--- src/rtl/prince_pkg.sv ---
// Shared PRINCE S-box layer definitions: nibble substitution tables, mode encoding, FSM states.
package prince_pkg;

  // Nibble i of each table holds S(i) at bits [4i+3:4i].
  localparam logic [63:0] SBOX_FWD = 64'h4D5E_0876_19CA_23FB;
  localparam logic [63:0] SBOX_INV = 64'h1CE5_046A_98DF_237B;

  localparam logic MODE_FWD = 1'b0;
  localparam logic MODE_INV = 1'b1;

  typedef enum logic [1:0] {
    S_IDLE = 2'd0,
    S_BUSY = 2'd1,
    S_DONE = 2'd2
  } state_t;

endpackage

--- src/rtl/prince_sbox_nibble.sv ---
// Single 4-bit PRINCE S-box, forward or inverse by mode; purely combinational, no handshake.
module prince_sbox_nibble
  import prince_pkg::*;
(
  input  logic       mode,
  input  logic [3:0] din,
  output logic [3:0] dout
);

  assign dout = (mode == MODE_INV) ? SBOX_INV[{din, 2'b00} +: 4]
                                   : SBOX_FWD[{din, 2'b00} +: 4];

endmodule

--- src/rtl/prince_sbox_layer.sv ---
// PRINCE S-box layer, LANES nibbles per cycle; STEPS cycles from accept to out_valid.
// in_ready only in S_IDLE; result is held in S_DONE until out_ready.
module prince_sbox_layer
  import prince_pkg::*;
#(
  parameter int WIDTH = 64,
  parameter int LANES = 4
) (
  input  logic             clk,
  input  logic             rst_n,
  input  logic             in_valid,
  output logic             in_ready,
  input  logic             in_mode,
  input  logic [WIDTH-1:0] in_data,
  output logic             out_valid,
  input  logic             out_ready,
  output logic [WIDTH-1:0] out_data,
  output logic             busy
);

  localparam int NIBBLES = WIDTH / 4;
  localparam int STEPS   = (LANES > 0) ? NIBBLES / LANES : 1;
  localparam int CW      = (STEPS > 1) ? $clog2(STEPS) : 1;

  if ((WIDTH % 4 != 0) || (LANES <= 0) || (NIBBLES % ((LANES > 0) ? LANES : 1) != 0)) begin : g_bad_param
    $error("prince_sbox_layer: WIDTH must be a multiple of 4 and WIDTH/4 divisible by LANES > 0");
  end

  state_t           state;
  state_t           state_nxt;
  logic [WIDTH-1:0] state_q;
  logic             mode_q;
  logic [CW-1:0]    cnt;
  logic             last_step;
  logic [3:0]       lane_din  [LANES];
  logic [3:0]       lane_dout [LANES];

  assign last_step = (cnt == CW'(STEPS - 1));

  for (genvar j = 0; j < LANES; j++) begin : g_lane
    assign lane_din[j] = state_q[(int'(cnt) * LANES + j) * 4 +: 4];

    prince_sbox_nibble u_sbox (
      .mode (mode_q),
      .din  (lane_din[j]),
      .dout (lane_dout[j])
    );
  end

  always_comb begin
    state_nxt = state;
    case (state)
      S_IDLE:  if (in_valid)  state_nxt = S_BUSY;
      S_BUSY:  if (last_step) state_nxt = S_DONE;
      S_DONE:  if (out_ready) state_nxt = S_IDLE;
      default: state_nxt = S_IDLE;
    endcase
  end

  always_ff @(posedge clk or negedge rst_n) begin
    if (!rst_n) begin
      state   <= S_IDLE;
      state_q <= '0;
      mode_q  <= MODE_FWD;
      cnt     <= '0;
    end else begin
      state <= state_nxt;
      case (state)
        S_IDLE: begin
          if (in_valid) begin
            state_q <= in_data;
            mode_q  <= in_mode;
            cnt     <= '0;
          end
        end
        S_BUSY: begin
          for (int j = 0; j < LANES; j++) begin
            state_q[(int'(cnt) * LANES + j) * 4 +: 4] <= lane_dout[j];
          end
          // Hold at the last step so the lane mux never addresses past the state.
          if (!last_step) cnt <= cnt + CW'(1);
        end
        default: ;
      endcase
    end
  end

  assign in_ready  = (state == S_IDLE);
  assign out_valid = (state == S_DONE);
  assign busy      = (state != S_IDLE);
  assign out_data  = state_q;

endmodule

--- config.mk ---
export PLATFORM = sky130hd
export DESIGN_NAME = prince_sbox_layer
export DESIGN_NICKNAME = d
export VERILOG_FILES = /design/src/rtl/prince_pkg.sv /design/src/rtl/prince_sbox_nibble.sv /design/src/rtl/prince_sbox_layer.sv
export SDC_FILE = /design/constraint.sdc
export NUM_CORES = 1
export LEC_CHECK = 0
export ABC_AREA = 1
export BUFFER_PORTS_ARGS = -buffer_cell sky130_fd_sc_hd__buf_2
export CAP_MARGIN = 10
export CORE_ASPECT_RATIO = 1.25
export CORE_MARGIN = 2
export CORE_UTILIZATION = 49
export CTS_CLUSTER_DIAMETER = 50
export CTS_CLUSTER_SIZE = 30
export DETAILED_ROUTE_END_ITERATION = 16
export PLACE_DENSITY_LB_ADDON = 0.12
export SLEW_MARGIN = 40
export SYNTH_ARGS = -nofsm -noshare
export SYNTH_HDL_FRONTEND = slang
export SYNTH_SLANG_ARGS = --single-unit
--- constraint.sdc ---
create_clock -name clk -period 2.1 [get_ports clk]
set_input_delay 0.105 -clock clk [delete_from_list [all_inputs] [get_ports clk]]
set_output_delay 0.105 -clock clk [all_outputs]
set_load 0.02 [all_outputs]
After elaboration in Yosys (flattened, before gate mapping):

Index checks and enable logic that the tools add are counted.

* add/subtract/negate cells: 8
* multipliers: 0
* divide/modulo/power cells: 0
* magnitude comparators: 0
* eq/ne operators: 7
* shift-type cells: 20
* multiplexer cells: 17
* bitwise operators: 0
* reduce and logical (&&, ||, !) cells: 7

Operators by type and width (number)
* $shiftx 64x7->4 const A: 8
* $bwmux 64: 4
* $shift 4x33->64 const A: 4
* $shiftx 4x33->64: 4
* $shiftx 64x32->4: 3
* $pmux 64 s2: 1
* $neg 7->33: 3
* $mux 64: 1
* $shiftx 64x7->4: 1
* $neg 6->33: 1
* $mux 4: 4
* $add 4x2->5 const B: 2
* $mux 2: 5
* $ne 2x2->1 const B: 3
* $pmux 2 s3: 1
* $reduce_and 3->1: 2
* $add 4x1->5 const B: 1
* $eq 2x2->1 const B: 2
* $pmux 2 s2: 1
* $reduce_and 2->1: 2
* $reduce_bool 2->1: 2
* $add 2x1->2 const B: 1
* $eq 2x1->1 const B: 1
* $logic_not 2->1: 1
* $ne 2x1->1 const B: 1

* register bits: 69
* latch bits: 0
* memory bits (writable): 0
* memory bits (read-only): 0
* input bits: 69
* output and inout port bits: 67
* logic and storage cells: 63
* memories kept: 0

Depth between registers and ports, before layout:

Gate-level depths: netlist of the first run.

* word-level depth: 9
* depth in mapped cells: 16
* depth with buffers taken out: 14

Cells and area by module:

Synthesis of the first run repeated with hierarchy kept, for this count alone.

* cells, all modules: 910
* area total of the unflattened synthesis: 5670.4 um^2

Modules (own cells, without submodules)
* prince_sbox_layer: times used 1, cells each 686, area an instance 4379.2 um^2, seq. area each 1726.7 um^2
* prince_sbox_nibble: times used 4, cells each 56, area an instance 322.8 um^2, seq. area each 0.0 um^2

Least setup slack after synthesis of the first run:

Ideal clock, no wire load.

* path type: flip-flop to flip-flop
* start point: register cnt[0]
* end point: register state_q[5], in the netlist out_data[5]
* setup time: 120 ps
* arrival: 1922 ps
* required time: 1980 ps
* setup slack: 58 ps
* stages on the path, launching flop included: 15
* buffers on the path: 2
* period minus slack after synthesis: 2042 ps
* path through: dfrtp_1 buf_6 buf_6 o21ai_0 nand2_1 nand2_1 inv_1 ha_1 inv_1 a21oi_1 o21ai_1 o21ai_1 nor2_2 nand2_1 a21oi_2

* longest elaborated chain between the ends: 9
* elaborated cells on any way between the ends: 36
* those cells by class: add/sub (7); shift (20); mux (9)

Ends and longest elaborated chain
* start: declaration: line prince_sbox_layer.sv:33 `logic [CW-1:0] cnt;`
* start signal: assignment: line prince_sbox_layer.sv:81 `if (!last_step) cnt <= cnt + CW'(1);`
* $add 4x1->5 or $shiftx 64x7->4 (tied branches): line prince_sbox_layer.sv:41, prince_sbox_layer.sv:78
* $shiftx 64x32->4, or another cell as far along: line prince_sbox_layer.sv:41 `assign lane_din[j] = state_q[(int'(cnt) * LANES + j) * 4 +: 4];`
* $shiftx 64x7->4, or another cell as far along: line prince_sbox_nibble.sv:11 `: SBOX_FWD[{din, 2'b00} +: 4];`
* $mux 4 or $shiftx 4x33->64 (tied branches): line prince_sbox_nibble.sv:10, prince_sbox_layer.sv:78
* $shiftx 4x33->64 or $bwmux 64 (tied branches): line prince_sbox_layer.sv:78 `state_q[(int'(cnt) * LANES + j) * 4 +: 4] <= lane_dout[j];`
* $bwmux 64 (2 in a row): line prince_sbox_layer.sv:78
* $bwmux 64 (*): line prince_sbox_layer.sv:78
* $pmux 64 s2 (*): line prince_sbox_layer.sv:68 `case (state)`
* end signal: assignment: line prince_sbox_layer.sv:71 `state_q <= in_data;`
* end signal: indexed assignment: line prince_sbox_layer.sv:78
* end: declaration: line prince_sbox_layer.sv:31 `logic [WIDTH-1:0] state_q;`

Every way passes the cells marked *; elsewhere a longest branch is shown, timed or not.
A chain may end at the register's enable or synchronous reset.

Worst setup path in the final report of the first run:

* start point: register cnt[0]
* end point: register state_q[36], in the netlist out_data[36]

Same word-level chain as after synthesis.

==> results of run 1 <==
==> kinds of logic (layout without fill, tap and decap cells) <==
kind of cell | after synthesis | in the layout | share of synthesized area, %
DFF | 69 | 69 | 32.0
buffers and inverters | 129 | 318 | 11.0
and+or+nand+nor | 495 | 495 | 38.5
adders and majority gates | 28 | 28 | 6.50
AOI/OAI and AO/OA | 117 | 117 | 12.0
==> sequential cells by signal, indices dropped and copies added (netlist names) <==
name	count
cnt	2
mode_q	1
out_data	64
state	2
==> final cells by class <==
cell class                      instances  area, um2  area share (%)
Multi-Input combinational cell        640       3470            45.9
Timing Repair Buffer                  214       1520            20.1
Tap cell                              132        165            2.19
Timing Repair inverter                  1       6.26          0.0828
Clock inverter                          6       86.3            1.14
Inverter                               87        343            4.54
Clock buffer                           10        239            3.16
Sequential cell                        69       1730            22.9
==> timing repair <==
| item | 4_1_cts | 5_1_grt |
|---|---|---|
| gates resized for setup | 2 | 130 |
| hold buffers | 2 | 0 |
| buffers inserted | 1 | 22 |
| cloned | 0 | 4 |
| hold endpoints to repair | 45 | 0 |
| setup endpoints to repair | 7 | 64 |
| pin swaps | 0 | 45 |
==> layer usage <==
metal,global-route usage [%],part of all wire (%),up-vias
li1,-,-,3030
met2,46.2,47,311
met1,40.8,41,2955
met5,0,0,-
met3,4.61,8.9,44
met4,9.46,2.5,0
==> cell usage in the layout (no fill, tap or decap), types with 2 or more instances in the layout <==
| cell | synthesis | layout |
|---|---|---|
| clkbuf_16 | 0 | 12 |
| o21ai_0 | 25 | 12 |
| clkinv_2 | 0 | 2 |
| bufinv_16 | 0 | 2 |
| clkinvlp_4 | 0 | 2 |
| nand2_2 | 13 | 28 |
| o211ai_1 | 6 | 6 |
| dfrtp_1 | 69 | 68 |
| clkinv_1 | 3 | 3 |
| inv_2 | 4 | 12 |
| nor2_2 | 15 | 14 |
| buf_6 | 8 | 10 |
| nor2_1 | 110 | 110 |
| a21oi_2 | 9 | 18 |
| o21ai_2 | 1 | 9 |
| nand3_2 | 1 | 19 |
| nand4_1 | 17 | 17 |
| dlygate4sd3_1 | 0 | 2 |
| nand2_1 | 268 | 241 |
| ha_1 | 28 | 19 |
| o21ai_1 | 15 | 20 |
| ha_2 | 0 | 2 |
| buf_4 | 3 | 52 |
| inv_1 | 79 | 67 |
| ha_4 | 0 | 7 |
| buf_12 | 0 | 11 |
| clkinv_4 | 0 | 2 |
| nand2_4 | 0 | 12 |
| nor3_1 | 2 | 2 |
| inv_4 | 0 | 4 |
| buf_2 | 15 | 135 |
| a31oi_1 | 6 | 6 |
| nand3_1 | 67 | 48 |
| a21oi_1 | 54 | 45 |
==> worst reg2reg max path, cell delays in order (launching register included) <==
cell and delay [ns]:
dfrtp_2 0.50, clkinv_4 0.14, buf_6 0.18, nand2_1 0.07
nand3_1 0.12, nand2_4 0.11, buf_4 0.17, o211ai_1 0.22
nand3_1 0.16, nand2_4 0.14, nand3_2 0.09, a21oi_2 0.14
==> how the worst max path moves through the flow <==
stage | start | endpoint | slack [ns] | cells after the start
after floorplan | cnt[0] | out_data[5] | 0.06 | 14
final | cnt[0] | out_data[36] | -0.008 | 11
after CTS | cnt[0] | out_data[53] | 0.008 | 14
after detailed placement | cnt[1] | out_data[49] | -0.02 | 14
after global routing | cnt[0] | out_data[57] | -0.15 | 12
after global placement | cnt[1] | out_data[48] | 0.03 | 12
==> metrics by stage <==
stage	cells	worst slack [ns]	util (%)	area (um2)
3_5_place_dp	1114	-0.0216	60.8	6480
3_3_place_gp	1114	0.0303	60.8	6480
5_1_grt	1159	-0.147	70.8	7560
6_report	1159	-0.00836	70.8	7560
4_1_cts	1133	0.00832	64.1	6840
2_1_floorplan	838	0.0582	-	5390
==> metrics.md, run 1 <==
| Metric | Value |
|---|---|
| Status | complete, but fails checks |
| Violated checks | negative setup slack |
| Synth Warn # | 0 |
| CTS max path bufs | 2 |
| RR Endpoint | out_data[36] |
| Final Skew | 0.00400 ns |
| Antenna Cells | 0 |
| Max cap viols | 0 |
| Die W | 97.8 um |
| Top-area cell type share of the netlist area | 32.0% |
| Req. time, crit path | 2.37 ns |
| Synthesized cell area | 5390 um2 |
| DR iter-0 viols | 491 |
| Die Height | 121 um |
| Clk root buf | clkbuf_16 |
| R2R Path Start | cnt[0] |
| DIE AREA | 11900 um2 |
| Most frequent cell after synthesis | nand2_1 |
| Arrival @ worst endpoint | 2.38 ns |
| CP max stage cell | dfrtp_2 |
| Count of input and output buffers | 135 |
| Drt drc | 0 |
| CTS sink count | 69 |
| RSZ-0062 raised after global routing | yes |
| WHS Path Cells | 3 |
| H-Tree Depth | 3 |
| Via count | 6340 |
| I/O pins | 136 |
| Fraction of layout cells with a size suffix above 1 | 35.1% |
| Post-synth cell types | 30 |
| Global-route wire length before repair | 27.6 mm |
| Crit-path max FO | 12 |
| Total GRT Usage | 29.1% |
| Syn_nets | 935 |
| Clk slew on worst S/H paths | 0.06 ns |
| Setup TNS | -0.00883 ns |
| Detailed-placement wirelength estimate | 12.6 mm |
| Top FF cell, synth | dfrtp_1 |
| Hold_sp | in_data[34] |
| Initial antenna violation count | 0 |
| Reg2Reg Setup Slack | -0.008 ns |
| Yosys top cell by area | dfrtp_1 |
| Cell count after synthesis | 838 |
| NumNets Final | 1119 |
| CP Launch Type | flip-flop |
| Worst min-delay path class | primary input to flip-flop |
| Period utilization | 100% |
| Max Slew Vio Count | 0 |
| Finish-stage setup viols | 2 |
| Vias in the first global route | 5691 |
| Fin Hold WS | 0.0168 ns |
| Worst path bufs/invs | 3 |
| GP Congestion | 0.980 |
| Hold Fails Final Rpt | 0 |
| Routed Antenna Nets | 0 |
| Worst skew pair latency | 0.34 ns |
| Register area share after synthesis | 32.0% |
| CTS tree | yes |
| Largest net degree at the start of global routing | 58 |
| Worst path max stage delay | 0.50 ns |
| Worst slew margin | 62.0% |
| CP Cell Sequence | clkinv_4, buf_6, nand2_1, nand3_1, nand2_4, buf_4, o211ai_1, nand3_1, nand2_4, nand3_2, a21oi_2 |
| CP Class | flip-flop to flip-flop |
| Worst setup margin | -0.00836 ns |
| DR vias/cell | 5.47 |
| CP top delay family | simple AND/OR/NAND/NOR gates |
| Reg2Reg Depth | 11 |
| Crit end category | flip-flop |
| CORE AREA | 10700 um2 |
| Filler instances | 902 |
| Post-Route WL | 19.2 mm |
| Synthesized area per cell | 6.43 um2 |
| Final min period | 2.11 ns |
| Wire per inst | 16.5 um |
| Most instantiated cells after synthesis | nand2_1, nor2_1, inv_1 |
| Main area contributors after synthesis | dfrtp_1, nand2_1, nor2_1 |
| Hold EP | out_data[34] |
| Ys async rst share | 100% |
| FMAX | 474 MHz |
| Worst slew pin tran | 0.564 ns |
| Number of synthesized flops with an enable pin | 0 |
| Seq cells post-synth | 69 |
| Initial Util | 50.5% |
| Layout area overhead | 40.2% |
| Std-Cell Rows | 42 |
| Total CTS buffers | 9 |
| Grt ovf | 0 |
| 1st-pass router iterations | 6 |
Power of run 1 is not shown: default switching activity piles up to over one toggle a cycle in this logic, so the estimate is an artifact.
==> run 2: changes to the inputs <==
--- a/config.mk
+++ b/config.mk
@@ -10,7 +10,7 @@
 export CAP_MARGIN = 10
 export CORE_ASPECT_RATIO = 1.25
 export CORE_MARGIN = 2
-export CORE_UTILIZATION = 49
+export CORE_UTILIZATION = 50
 export CTS_CLUSTER_DIAMETER = 50
 export CTS_CLUSTER_SIZE = 30
 export DETAILED_ROUTE_END_ITERATION = 16
==> constraint.sdc (replaced) <==
create_clock -name clk -period 2.5 [get_ports clk]
set_input_delay 0.125 -clock clk [delete_from_list [all_inputs] [get_ports clk]]
set_output_delay 0.125 -clock clk [all_outputs]
set_load 0.02 [all_outputs]
==> metrics.md, run 2 (synthesized netlist as in run 1, its figures left out) <==
| Metric | Value |
|---|---|
| Status | finished, final reports clean |
| Final min period | 2.29 ns (+0.183 ns) |
| GP Congestion | 0.940 (-4.0%) |
| Worst slew pin tran | 0.550 ns (-0.0139 ns) |
| RR Endpoint | out_data[44] |
| Antenna Cells | 0 (unchanged) |
| Period utilization | 91.7% (-8.7 points) |
| Die W | 96.9 um (-0.97%) |
| # Post-CTS Setup Buffers | 0 (-1) |
| CTS sink count | 69 (unchanged) |
| Layout area overhead | 20.3% |
| Wire length on met3 | 955 um (-44%) |
| Max cap viols | 0 (unchanged) |
| Total GRT Usage | 28.7% (-0.41 points) |
| Global-route wire length before repair | 26.9 mm (-2.6%) |
| Die Height | 120 um (-0.97%) |
| DIE AREA | 11600 um2 (-1.9%) |
| Hold Fails Final Rpt | 0 (unchanged) |
| Hold EP | out_data[2] |
| Count of input and output buffers | 135 (unchanged) |
| 1st-pass router iterations | 6 (unchanged) |
| Arrival @ worst endpoint | 2.51 ns (+0.13 ns) |
| CORE AREA | 10600 um2 (-0.99%) |
| R2R Path Start | cnt[0] |
| Setup TNS | 0 ns (+0.00883 ns) |
| Post-cts sizing count | 0 (-2) |
| DR top layer | met4 |
| NumNets Final | 1068 (-4.6%) |
| I/O pins | 136 (unchanged) |
| Worst skew pair latency | 0.34 ns (about the same) |
| Clk slew on worst S/H paths | 0.05 ns (about the same) |
| Via count | 5839 (-7.9%) |
| Total CTS buffers | 9 (unchanged) |
| Wire per inst | 15.0 um (-9.4%) |
| WHS Path Cells | 3 (unchanged) |
| Initial Util | 51.0% (+0.50 points) |
| Std-Cell Rows | 42 (unchanged) |
| Fraction of layout cells with a size suffix above 1 | 22.8% (-12 points) |
| Worst min-delay path class | primary input to flip-flop |
| Commonest cells after routing, fill and taps aside | nand2_1, buf_2, nor2_1, inv_1, dfrtp_1 |
| Drt drc | 0 (unchanged) |
| Finish-stage setup viols | 0 (-2) |
| # hold bufs at CTS | 2 (unchanged) |
| Max FFs per register | 64 (unchanged) |
| H-Tree Depth | 3 (unchanged) |
| DR iter-0 viols | 452 (-7.9%) |
| Commonest non-fill, non-tap cell in the layout | nand2_1 |
| Worst slew margin | 63.0% (+1.0 points) |
| Vias in the first global route | 5475 (-3.8%) |
| WL met1 | 7.74 mm (-2.6%) |
| CTS max path bufs | 2 (unchanged) |
| Initial antenna violation count | 0 (unchanged) |
| FMAX | 436 MHz (-8.0%) |
| RSZ-0062 raised after global routing | no |
| Reg2Reg Depth | 12 (+1) |
| Max Slew Vio Count | 0 (unchanged) |
| Largest net degree at the start of global routing | 42 (-28%) |
| Req. time, crit path | 2.72 ns (+0.35 ns) |
| CP Class | flip-flop to flip-flop |
| Crit end category | flip-flop |
| Hold_sp | in_data[2] |
| Metal2 WL | 7.63 mm (-15%) |
| Crit-path max FO | 33 (+21) |
| Final Skew | 0.00538 ns (+0.00138 ns) |
| Reg2Reg Setup Slack | 0.21 ns (+0.22 ns) |
| DR vias/cell | 5.28 (-3.5%) |
| CP Launch Type | flip-flop |
| Clk root buf | clkbuf_16 |
| Detailed-placement wirelength estimate | 12.4 mm (-1.2%) |
| CTS tree | yes |
| Routed Antenna Nets | 0 (unchanged) |
| Post-Route WL | 16.6 mm (-14%) |
| Grt ovf | 0 (unchanged) |
run 2: cell count changes in the layout (fill, tap and decap cells not counted), sizes merged:
cell | previous run | this run
clkinv | 7 | 6
clkbuf | 13 | 11
bufinv | 2 | 0
clkinvlp | 2 | 0
inv | 83 | 84
buf | 209 | 162
run 2: how the worst max path moves through the flow:
stage / startpoint / to / slack (ns)
after detailed placement: cnt[0] / out_data[48] / 0.28
after global placement: cnt[0] / out_data[48] / 0.28
after CTS: cnt[0] / out_data[49] / 0.26
final: cnt[0] / out_data[44] / 0.21
after floorplan: cnt[0] / out_data[5] / 0.46
after global routing: cnt[0] / out_data[44] / 0.03
run 2: routing by layer:
metal,global-route usage (%),vias to the layer above
li1,-,2920
met1,41.0,2691
met2,45.4,209
met3,4.48,19
met4,7.92,0
met5,0,-
run 2: critical path, stage by stage, from the launching register on:
cell and delay [ns]:
dfrtp_2 0.47, inv_6 0.24, nand2_1 0.11, nand3_1 0.08, nand2_1 0.17, ha_1 0.34
inv_1 0.05, o21ai_0 0.22, nand2_1 0.08, nand3_1 0.07, nand2_1 0.15, nand3_1 0.12
a21oi_1 0.07
run 2: layout make-up:
class | count | area (um2)
Clock buffer | 11 | 233
Clock inverter | 3 | 15.0
Fill cell | 1036 | 4080
Inverter | 87 | 332
Multi-Input combinational cell | 640 | 3080
Sequential cell | 69 | 1730
Tap cell | 132 | 165
Timing Repair Buffer | 164 | 936
run 2: stage by stage:
stage / hold WS (ns) / worst slack, ns / util (%) / cells / cell area, um2
5_1_grt: 0.0530 / 0.0288 / 61.4 / 1106 / 6480
2_1_floorplan: -0.171 / 0.458 / - / 838 / 5390
4_1_cts: 0.0443 / 0.258 / 61.4 / 1106 / 6480
3_3_place_gp: 0.0821 / 0.283 / 58.9 / 1090 / 6220
6_report: 0.0474 / 0.209 / 61.4 / 1106 / 6480
3_5_place_dp: 0.0844 / 0.278 / 58.9 / 1090 / 6220
Power of run 2 is left out for the same reason.
